$ cat src/rtl/multi_bounded_counter_pkg.sv
// Shared constants and helpers for the multi-channel bounded counter.
// Channel i of every flattened bus occupies bits [i*W +: W].
package multi_bounded_counter_pkg;

  localparam logic MODE_SAT  = 1'b0;
  localparam logic MODE_WRAP = 1'b1;

  typedef enum logic [1:0] {
    MV_HOLD = 2'd0,
    MV_UP   = 2'd1,
    MV_DOWN = 2'd2
  } move_e;

  function automatic int ch_lsb(input int ch, input int w);
    return ch * w;
  endfunction

  function automatic move_e move_dir(input logic up, input logic dn);
    move_e m;
    m = MV_HOLD;
    if (up && !dn) m = MV_UP;
    if (dn && !up) m = MV_DOWN;
    return m;
  endfunction

endpackage

$ cat src/rtl/multi_bounded_counter_cell.sv
// One channel: count register, bounded next-value arithmetic,
// boundary flags and the registered moved strobe.
module bounded_step_cell
  import multi_bounded_counter_pkg::*;
#(
  parameter int BIT_WIDTH = 10,
  parameter int STEP_W    = 4,
  parameter logic [BIT_WIDTH-1:0] INIT_VAL = '0
) (
  input  logic                 clk,
  input  logic                 reset,
  input  logic                 i_tick,
  input  logic                 i_bounds_ok,
  input  logic [BIT_WIDTH-1:0] i_min,
  input  logic [BIT_WIDTH-1:0] i_max,
  input  logic [STEP_W-1:0]    i_step,
  input  logic                 i_wrap,
  input  logic                 i_inc,
  input  logic                 i_dec,
  input  logic                 i_load,
  input  logic [BIT_WIDTH-1:0] i_load_val,
  output logic [BIT_WIDTH-1:0] o_count,
  output logic                 o_at_min,
  output logic                 o_at_max,
  output logic                 o_moved
);

  localparam int EW = BIT_WIDTH + 1;

  logic [BIT_WIDTH-1:0] r_count;
  logic                 r_moved;

  logic [EW-1:0] w_cnt_x;
  logic [EW-1:0] w_min_x;
  logic [EW-1:0] w_max_x;
  logic [EW-1:0] w_step_x;
  logic [EW-1:0] w_sum;
  logic [EW-1:0] w_floor;
  logic [BIT_WIDTH-1:0] w_load_c;
  logic [BIT_WIDTH-1:0] w_next;
  move_e w_dir;

  assign w_cnt_x  = {1'b0, r_count};
  assign w_min_x  = {1'b0, i_min};
  assign w_max_x  = {1'b0, i_max};
  assign w_step_x = EW'(i_step);
  // One extra bit keeps count+step and min+step from wrapping.
  assign w_sum    = w_cnt_x + w_step_x;
  assign w_floor  = w_min_x + w_step_x;
  assign w_dir    = move_dir(i_inc, i_dec);

  always_comb begin
    w_load_c = i_load_val;
    if (i_load_val < i_min) w_load_c = i_min;
    if (i_load_val > i_max) w_load_c = i_max;
  end

  always_comb begin
    w_next = r_count;
    if (!i_bounds_ok) begin
      w_next = r_count;
    end else if (i_load) begin
      w_next = w_load_c;
    end else if (i_tick && (i_step != '0)) begin
      case (w_dir)
        MV_UP: begin
          if (r_count < i_min)
            w_next = i_min;
          else if (w_sum <= w_max_x)
            w_next = w_sum[BIT_WIDTH-1:0];
          else
            w_next = (i_wrap == MODE_WRAP) ? i_min : i_max;
        end
        MV_DOWN: begin
          if (r_count > i_max)
            w_next = i_max;
          else if (w_cnt_x >= w_floor)
            w_next = r_count - BIT_WIDTH'(i_step);
          else
            w_next = (i_wrap == MODE_WRAP) ? i_max : i_min;
        end
        default: w_next = r_count;
      endcase
    end
  end

  always_ff @(posedge clk or posedge reset) begin
    if (reset) begin
      r_count <= INIT_VAL;
      r_moved <= 1'b0;
    end else begin
      r_count <= w_next;
      r_moved <= (w_next != r_count);
    end
  end

  assign o_count  = r_count;
  assign o_moved  = r_moved;
  assign o_at_min = i_bounds_ok && (r_count == i_min);
  assign o_at_max = i_bounds_ok && (r_count == i_max);

endmodule

$ cat src/rtl/multi_bounded_counter.sv
// N-channel bounded up/down position counter with a shared
// rate prescaler, saturate/wrap modes and synchronous load.
module multi_bounded_counter
  import multi_bounded_counter_pkg::*;
#(
  parameter int BIT_WIDTH = 10,
  parameter int N_CH      = 2,
  parameter int STEP_W    = 4,
  parameter int DIV_W     = 16,
  parameter int INIT_VAL  = 0
) (
  input  logic                      clk,
  input  logic                      reset,
  input  logic [DIV_W-1:0]          rate_div,
  input  logic [BIT_WIDTH-1:0]      min_bound,
  input  logic [BIT_WIDTH-1:0]      max_bound,
  input  logic [STEP_W-1:0]         step,
  input  logic                      wrap_mode,
  input  logic [N_CH-1:0]           inc,
  input  logic [N_CH-1:0]           dec,
  input  logic [N_CH-1:0]           load,
  input  logic [N_CH*BIT_WIDTH-1:0] load_val,
  output logic [N_CH*BIT_WIDTH-1:0] count,
  output logic [N_CH-1:0]           at_min,
  output logic [N_CH-1:0]           at_max,
  output logic [N_CH-1:0]           moved
);

  logic [DIV_W-1:0] r_div;
  logic [DIV_W-1:0] w_div_eff;
  logic             w_tick;
  logic             w_bounds_ok;

  assign w_div_eff   = (rate_div == '0) ? DIV_W'(1) : rate_div;
  // >= lets a shrunken divisor tick right away instead of overrunning.
  assign w_tick      = (r_div >= (w_div_eff - DIV_W'(1)));
  assign w_bounds_ok = (min_bound <= max_bound);

  always_ff @(posedge clk or posedge reset) begin
    if (reset)
      r_div <= '0;
    else if (w_tick)
      r_div <= '0;
    else
      r_div <= r_div + DIV_W'(1);
  end

  for (genvar i = 0; i < N_CH; i++) begin : g_ch
    localparam int LSB = ch_lsb(i, BIT_WIDTH);

    bounded_step_cell #(
      .BIT_WIDTH (BIT_WIDTH),
      .STEP_W    (STEP_W),
      .INIT_VAL  (BIT_WIDTH'(INIT_VAL))
    ) u_cell (
      .clk        (clk),
      .reset      (reset),
      .i_tick     (w_tick),
      .i_bounds_ok(w_bounds_ok),
      .i_min      (min_bound),
      .i_max      (max_bound),
      .i_step     (step),
      .i_wrap     (wrap_mode),
      .i_inc      (inc[i]),
      .i_dec      (dec[i]),
      .i_load     (load[i]),
      .i_load_val (load_val[LSB +: BIT_WIDTH]),
      .o_count    (count[LSB +: BIT_WIDTH]),
      .o_at_min   (at_min[i]),
      .o_at_max   (at_max[i]),
      .o_moved    (moved[i])
    );
  end

endmodule

$ cat config.mk
export PLATFORM = sky130hd
export DESIGN_NAME = multi_bounded_counter
export DESIGN_NICKNAME = d
export VERILOG_FILES = /design/src/rtl/multi_bounded_counter_pkg.sv /design/src/rtl/multi_bounded_counter_cell.sv /design/src/rtl/multi_bounded_counter.sv
export SDC_FILE = /design/constraint.sdc
export NUM_CORES = 1
export LEC_CHECK = 0
export CAP_MARGIN = 30
export CORE_AREA = 2 2 153 155
export CTS_CLUSTER_SIZE = 30
export DETAILED_ROUTE_END_ITERATION = 10
export DIE_AREA = 0 0 155 157
export DONT_BUFFER_PORTS = 1
export PLACE_DENSITY = 0.64
export SYNTH_ARGS = -nofsm -noshare
export SYNTH_HDL_FRONTEND = slang
export SYNTH_SLANG_ARGS = --single-unit
$ cat constraint.sdc
create_clock -name clk -period 13.54 [get_ports clk]
set_clock_uncertainty 0.15 [all_clocks]
set_input_delay 3.385 -clock clk [delete_from_list [all_inputs] [get_ports clk]]
set_output_delay 3.385 -clock clk [all_outputs]
set_load 0.05 [all_outputs]
; Word level (Yosys, flattened, before mapping)
; Index checks and enable logic that the tools add are counted.
; Widths: inputs -> output; s select.
[op_classes]
addsub = 7
magnitude_cmp = 14
n_eq_ne = 10
mux = 28
reduce_logical = 15
[op_table]
columns = op, count
row1 = $mux 10, 20
row2 = $eq 10x10->1, 4
row3 = $gt 10x10->1, 4
row4 = $lt 10x10->1, 4
row5 = $pmux 10 s2, 2
row6 = $add 10x4->11, 3
row7 = $mux 16, 2
row8 = $ge 10x11->1, 2
row9 = $le 11x10->1, 2
row10 = $ne 10x10->1, 2
row11 = $sub 10x4->10, 2
row12 = $add 16x1->16 const B, 1
row13 = $ge 16x16->1, 1
row14 = $logic_not 16->1, 1
row15 = $sub 16x1->16 const B, 1
row16 = $le 10x10->1, 1
row17 = $logic_and 1x1->1, 9
row18 = $eq 2x1->1 const B, 2
row19 = $eq 2x2->1 const B, 2
row20 = $logic_not 1->1, 4
row21 = $mux 2, 2
row22 = $reduce_bool 4->1, 1
row23 = $mux 1, 2
[totals]
register_bits = 38
inputBits = 69
output_inout_bits = 26
word_cells = 79

; Logic depth before layout (Yosys ltp)
; Gate-level depths: netlist (run 1).
[logic_depth]
word_depth = 10
depth_mapped = 22

; Modules after synthesis
; A second synthesis (run 1) with hierarchy kept.
[unflattened]
hier_cells = 1275
area_unflattened_um2 = 9724.3
[modules_own_cells]
columns = module, instances, cells_each, area_each_um2, seq_area_each_um2
row1 = bounded_step_cell (g_ch[1].u_cell), 1, 578, 4215.3, 275.3
row2 = bounded_step_cell (g_ch[0].u_cell), 1, 510, 3901.2, 275.3
row3 = multi_bounded_counter, 1, 187, 1607.8, 400.4

; Worst setup path after synthesis (run 1)
; OpenSTA, ideal clock, no wires.
[synth_timing]
path_type = input to output
startpoint = in max_bound[5]
endpoint = out at_min[0]
t_arrival_ns = 5.275
t_required_ns = 10.005
path_slack_ns = 4.730
cell_stages = 9
cell_sequence = inv_1 > ha_1 > a21oi_1 > o21ai_0 > a2111oi_0 > nor2_1 > clkbuf_1 > nor3_1 > buf_4
[synth_between]
elab_chain_len = 2
[synth_lines]
columns = item, line
row1 = from (decl), multi_bounded_counter.sv:16  ; input logic [BIT_WIDTH-1:0] max_bound,
row2 = $le 10x10->1, multi_bounded_counter.sv:37  ; assign w_bounds_ok = (min_bound <= max_bound);
row3 = $logic_and 1x1->1, multi_bounded_counter_cell.sv:99  ; assign o_at_min = i_bounds_ok && (r_count == i_min);
row4 = to (decl), multi_bounded_counter.sv:24  ; output logic [N_CH-1:0] at_min,
; No other way between the ends.

; Worst setup path after layout (run 1)
[layout_timing]
startpoint = in max_bound[3]
endpoint = out at_min[0]
; The elaborated chain is that of the path after synthesis.

==> results.txt, run 1 <==
The run finished with clean final reports. The tools report the combinational power share as 73.6%. The worst path uses 70.6% of the clock period. The via count of the first global-routing pass is 9245, and the power density over the cells is 145 nW/µm².

The number of rows in the core area came out at 55. The final setup TNS was 0 ns; the remaining antenna violation count after routing was 0. The logs give 2 for the deepest clock path buffer count and 105 MHz for the top achievable clock speed. For the number of nets in the final layout, the log shows 1407. After clock tree synthesis, the clock-pin slew on the worst setup and hold paths is 0.05 ns. The relative max-transition margin is 24.4%.

In this run the clock root is driven by a clkbuf_16. The logs give 17.5% for the sequential fraction of design power and 8.8% for the clock share of power. TritonCTS created 5 clock buffers. For the count of mapped cells out of synthesis, the log shows 1178. The number of cells traversed by the worst hold path is 2.

The netlist uses 87 different library cells. The number of flops mapped to enable cells by yosys works out to 0. The worst setup path is launched from a primary input.

The run gives 22500 µm² as the core outline area. The number of vias per cell works out to 6.64. The wire length per cell after detailed routing is 24.5 µm. Across all hold checks on the routed design, the worst slack comes to 0.415 ns. Relative to the synthesized area, the layout overhead comes to 5.51%. Data arrives at the worst endpoint at 6.02 ns. During placement, the flow inserted port buffers numbering 0. After detailed routing, the number of remaining DRC violations is 0. The final-report max-slew violation count is 0.

Cell internal power was estimated by the tool at 0.594 mW. The critical path starts at max_bound[3]. The die outline area was 24300 µm². Across the run, the number of max-cap violations was 0. The peak fanout along the critical path came out at 10. For the pin with the worst max-slew slack, the measured transition is 1.12 ns. In this run the cell area of the synthesized design comes to 8970 µm².

The total routing resource utilization after global routing is 29.2%, and the first-iteration detailed-routing DRC count is 1010. The global-route wire length before repair came out at 54500 µm. The number of buffers inserted to repair setup after CTS came out at 0. The count of final setup violators is 0, and the share of layout cells above drive strength 1 is 5.15%. Among all flip-flop cells after synthesis, the most frequent one is dfrtp_1. For hold timing, the worst endpoint is r_div[4]. The die is 155 µm wide.

Setup repair after global routing left no endpoint under its margin. The tightest min-delay check is of the flip-flop to flip-flop type. The async set-or-reset flop fraction in the synthesized netlist is 100%.

The first detailed-routing pass ran for 6 iterations. The worst path in the final design needs a cycle of 9.56 ns, including I/O delays and setup. Net switching is 56.7% of the power. In the layout the commonest cells are ha_1, nor2_1, nand2_1.

Once the floorplan was initialized, standard cells occupied 39.9% of the core. Summed over all nets, the switching power comes to 0.779 mW. The minimum setup slack among reg-to-reg paths was 7.53 ns. The final routed wirelength across all metal layers is 35500 µm. Final-report hold violation count: 0. For the pin count of the biggest net entering global routing, the log shows 39. The worst register-to-register path ends at g_ch[0].u_cell.o_moved. The number of H-tree levels was 2. The clock latency of the later-clocked register in the worst-skew pair is 0.29 ns. The worst reg2reg path startpoint is g_ch[0].u_cell.o_count[1]. The detailed router placed 9631 vias in this run.

The most common cell after layout, fill and taps aside was ha_1. The capturing element type of the critical path was a primary output. Measured along the y axis, the die boundary spans 157 µm. The tools report the startpoint of the lowest-slack hold path as r_div[4]. The run gives 1.37 mW as the total power. The routability congestion estimate from global placement was 1.08.

Register bit count reported by yosys: 38. Once detailed placement completed, the half-perimeter wirelength came to 28600 µm. The critical path data required time was 10.01 ns.

Sequential elements use 10.6% of the synthesized area. During I/O placement, the number of pins put on the boundary was 95. For this design the static power due to leakage is 4.16 nW. CTS saw 38 sinks. Averaged over all synthesized cells, the footprint is 7.62 µm². TritonCTS built the clock tree.

Summed over all layers, the global routing overflow is 0. The maximum VDD drop is 64.2 µV. For this design, the CTS-stage hold fixing added 0 buffers.

The run gives 1422 as the synthesized netlist net count. The cell depth of the worst flop-to-flop path works out to 17. Post-CTS repair changed the size of 0 cells. For the initial antenna violation count, the log shows 1. The setup path with the least slack is of type primary input to primary output. For this run, the number of Yosys warnings is 0.
==> power groups by stage <==
stage | Clock, mW | Sequential [mW] | Combinational (mW)
2_1_floorplan | 0 | 0.271 | 0.680
3_3_place_gp | 0 | 0.247 | 0.968
3_5_place_dp | 0 | 0.248 | 0.972
4_1_cts | 0.125 | 0.247 | 0.976
5_1_grt | 0.131 | 0.247 | 1.11
6_report | 0.121 | 0.240 | 1.01
==> per-layer routing <==
layer	global-route usage [%]	part of all wire, %	vias to the layer above
met5	0	0	-
met4	13.8	5.0	0
met3	7.19	11	127
met2	46.0	44	572
met1	37.5	40	4486
li1	-	-	4446
==> logic make-up (layout without fill, tap and decap cells) <==
| kind of cell | count (synthesis) | count (layout) | synth area share, % |
|---|---|---|---|
| xor gates and xnor gates | 59 | 59 | 5.76 |
| AOI/OAI and AO/OA | 378 | 378 | 29.0 |
| adders and majority gates | 175 | 175 | 24.8 |
| muxes | 23 | 23 | 2.58 |
| DFF | 38 | 38 | 10.6 |
| other | 0 | 1 | 0 |
| buffers and inverters | 111 | 97 | 5.20 |
| and+or+nand+nor | 394 | 394 | 22.0 |
==> how the worst max path moves through the flow <==
| stage | to | slack (ns) | cells after the start |
|---|---|---|---|
| floorplan | at_min[0] | 4.73 | 9 |
| global placement | at_max[0] | 4.06 | 8 |
| detailed placement | at_min[0] | 4.05 | 8 |
| CTS | at_min[0] | 4.04 | 8 |
| global route | at_min[0] | 3.87 | 8 |
| finish | at_min[0] | 3.98 | 8 |
==> flip-flops by register name, indices dropped and copies added, names as in the netlist <==
signal,flops
r_div,16
g_ch.u_cell.o_moved,2
g_ch.u_cell.o_count,20
==> layout make-up <==
class / count / area [µm²]
antenna: 1 / 2.50
clock buffer: 7 / 143
clock inverter: 1 / 5.00
fill: 2305 / 13000
inverter: 66 / 248
multi-input combinational: 1029 / 7570
sequential: 38 / 951
tap: 285 / 357
timing repair buffer: 23 / 193
==> metrics by stage <==
step	util (%)	cell area [µm²]	std cells	setup slack, ns
after global routing	42.1	9460	1449	3.87
final	42.1	9470	1450	3.98
after global placement	41.3	9290	1440	4.06
after detailed placement	41.3	9290	1440	4.05
after floorplan	-	8970	1178	4.73
after CTS	41.9	9440	1448	4.04
==> worst max-delay path, cell delays in order <==
cell	delay, ns
inv_1	0.25
ha_1	0.32
a21oi_1	0.14
o21ai_0	0.11
a2111oi_0	0.50
nor2_1	0.32
buf_4	0.27
nor3_2	0.72
==> cells in the mapped netlist (13+ instances only) <==
cell	n	area, µm²
nor2b_1	16	100
inv_1	65	244
ha_1	170	2130
o21a_1	14	105
nand3_1	41	205
dfrtp_1	38	951
nand4_1	18	113
a21oi_1	82	410
a211oi_1	30	225
nand2_1	89	334
xor2_1	26	228
nand2b_1	13	81.3
nor2_1	91	342
a221oi_1	15	131
o21ai_0	81	405
clkbuf_1	24	90.1
o211ai_1	13	97.6
a21o_1	25	188
xnor2_1	33	289
mux2i_1	22	220
nor3_1	46	230
Power figures use the tool's default switching activity.
==> run 2: changes to the inputs <==
clock period = 9.5 ns   (was 13.54 ns; I/O delays follow)
==> run 2 against run 1 <==
Routed wire length down 0.51%; die area unchanged; setup slack worse by 2.2 ns; total power up 42%; clock-buffer cell count unchanged; final cell count down 0.21%; combinational power up 42%; non-clock buffer count down 2; core utilization down 0.13 points; critical path depth up 14; clock power up 44%.
==> results.txt, run 2 (synthesis gave the netlist of run 1 again) <==
The flow ran to the end, and the final reports show no timing, DRC or antenna violations. The core outline area was 22500 µm² (unchanged); the relative max-transition margin was 35.3% (+11 points). The share of layout cells above drive strength 1 came out at 4.99% (-0.16 points). The clock-pin slew reported for the worst setup and hold paths after clock tree synthesis was 0.06 ns (about the same). The clock sink count was 38 (unchanged). Dividing the final minimum period by the clock period gives 81.5%. Relative to the synthesized area, the layout overhead comes to 5.17%.

Setup repair after global routing left no endpoint under its margin. The run gives 0 (unchanged) as the reported max-cap violation count. The logs give 8874 (-4.0%) for the via count of the first global-routing pass and 95 (unchanged) for the count of pins on the block boundary.

The critical path is of the primary input to flip-flop type. The run gives 0 (unchanged) as the remaining antenna violation count after routing. The vertical die dimension is 157 µm (unchanged). The worst setup path is captured at a flip-flop. The run gives 2 (unchanged) as the number of H-tree levels.

The count of final setup violators came out at 0 (unchanged). Clock tree synthesis selected as its root buffer the cell clkbuf_16. In the layout the commonest cells are ha_1, nor2_1, nand2_1.

Power density over the cells: 206 nW/µm² (+42%). Class of the worst hold path: flip-flop to flip-flop. The die width is 155 µm (unchanged). The placed instance area is 9290 µm² (unchanged).

Routability congestion estimate from global placement: 0.987 (-8.5%). The final routed DRC violation total was 0 (unchanged). The tools report the count of fill cells added during filler insertion as 2298 (-0.30%). The logs give 0 (unchanged) for the quantity of hold-fixing buffers added after cts and 0 ns (unchanged) for the final setup TNS. The tools report the maximum VDD drop as 89.0 µV (+39%).

The post-cts gate resize count was 0 (unchanged); the number of flip-flops under the largest register name was 20 (unchanged). Slew at the pin with the worst max-slew slack: 0.970 ns (-0.154 ns). The number of buffers inserted to repair setup after CTS was 0 (unchanged); the initial cell density of the core was 39.9% (unchanged). The run gives 0 (unchanged) as the remaining global-route overflow.

The initial antenna violation count is 0 (-1), and the total leakage power is 4.14 nW (-0.39%). The final routed wirelength across all metal layers was 35400 µm (-0.51%). The HPWL reported at the end of detailed placement was 27800 µm (-3.0%). Deepest clock path buffer count: 2 (unchanged). The via count is 9420 (-2.2%), and the first-pass detailed-route iteration total is 5 (-1). For this run, the top clock speed supported by timing is 129 MHz.

For the global-route wire length before repair, the log shows 52400 µm (-4.0%). The minimum period implied by the final worst setup slack works out to 7.74 ns. The arrival time reported for the critical path endpoint was 7.76 ns (+1.74 ns). The wire length per cell after detailed routing was 24.4 µm (-0.31%). The tools report the final-report hold violation count as 0 (unchanged). Worst setup timing slack at the placement stage: 1.48 ns (-2.57 ns). STA classifies the critical path startpoint as a primary input. The number of nets in the final layout came out at 1405 (-0.14%). The library cell used most frequently in the layout, excluding fill and tap cells, is ha_1. The number of rows in the core area was 55 (unchanged); the smallest setup slack after layout was 1.76 ns (-2.22 ns). The number of inserted diodes came out at 0 (-1). TritonCTS built the clock tree. Pin count of the biggest net entering global routing: 39 (unchanged). The count of buffers from port buffering works out to 0 (unchanged). The clock latency of the later-clocked register in the worst-skew pair is 0.29 ns (about the same), and the peak fanout along the critical path is 5 (-5). First-iteration detailed-routing DRC count: 882 (-13%). The tools report the post-layout instance area as 9440 µm² (-0.32%). The die outline area came out at 24300 µm² (unchanged). The number of vias per cell came out at 6.51 (-2.0%).

Critical path data required time: 9.51 ns (-0.50 ns). The number of buffers created by CTS is 5 (unchanged), and the total routing resource utilization after global routing is 28.3% (-0.91 points). The tools report the final-report max-slew violation count as 0 (unchanged).
[run 2: changes by cell type in the layout (fill, tap and decap cells not counted)]
cell | before | now
buf_16 | 1 | 0
buf_4 | 22 | 20
buf_8 | 0 | 1
diode_2 | 1 | 0
[run 2: cell type report]
cell class / instances / area [µm²] / area share (%)
clock inverter: 1 / 5.00 / 0.0530
sequential: 38 / 951 / 10.1
multi-input combinational: 1029 / 7570 / 80.2
clock buffer: 7 / 143 / 1.51
timing repair buffer: 21 / 165 / 1.75
inverter: 66 / 248 / 2.63
tap: 285 / 357 / 3.78
[run 2: report_power, final]
part	leakage (nW)	switching, mW	internal [mW]
clock	0.0739	0.0696	0.104
sequential	0.462	0.123	0.218
combinational	3.61	0.910	0.519
[run 2: routing by layer]
metal  routed length, µm  global-route usage (%)  vias up
met5                   0                       0        -
met4                1120                    9.39        0
met3                3700                    6.83       77
met2               15600                    45.9      501
met1               14900                    36.9     4409
li1                    -                       -     4433
[run 2: through the flow]
step / std cells / utilization (%) / hold slack [ns] / power (mW)
finish: 1447 / 41.9 / 0.413 / 1.94
global route: 1447 / 41.9 / 0.475 / 2.09
CTS: 1447 / 41.9 / 0.414 / 1.92
detailed placement: 1439 / 41.3 / 0.400 / 1.74
global placement: 1438 / 41.2 / 0.392 / 1.72
floorplan: 1178 / - / 0.363 / 1.36
[run 2: worst paths after layout]
check	startpoint	endpoint	slack [ns]	cells after the start
setup / recovery	rate_div[6]	g_ch[0].u_cell.o_moved	1.76	22
hold / removal	r_div[15]	r_div[15]	0.41	2
setup reg to reg	g_ch[0].u_cell.o_count[1]	g_ch[0].u_cell.o_moved	3.44	17
hold reg to reg	r_div[15]	r_div[15]	0.41	2
max in group asynchronous	reset	g_ch[1].u_cell.o_count[4]	6.85	2
min in group asynchronous	reset	g_ch[0].u_cell.o_count[0]	1.94	2
[run 2: worst max-delay path, cell delays in order]
cell and delay, ns:
or4_1 0.59, nor4_1 0.28, nand2b_1 0.12, or4_1 0.52, nor2_1 0.18, nor2_1 0.08
ha_1 0.22, nand3b_1 0.20, nor2_1 0.08, xnor2_1 0.13, ha_1 0.31, o2111ai_1 0.13
a311oi_1 0.34, nor2_1 0.13, a2111oi_0 0.45, buf_4 0.23, o31ai_1 0.10, a221oi_1 0.31
o21ai_0 0.30, a22o_1 0.31, a221oi_1 0.24, nand4b_1 0.12
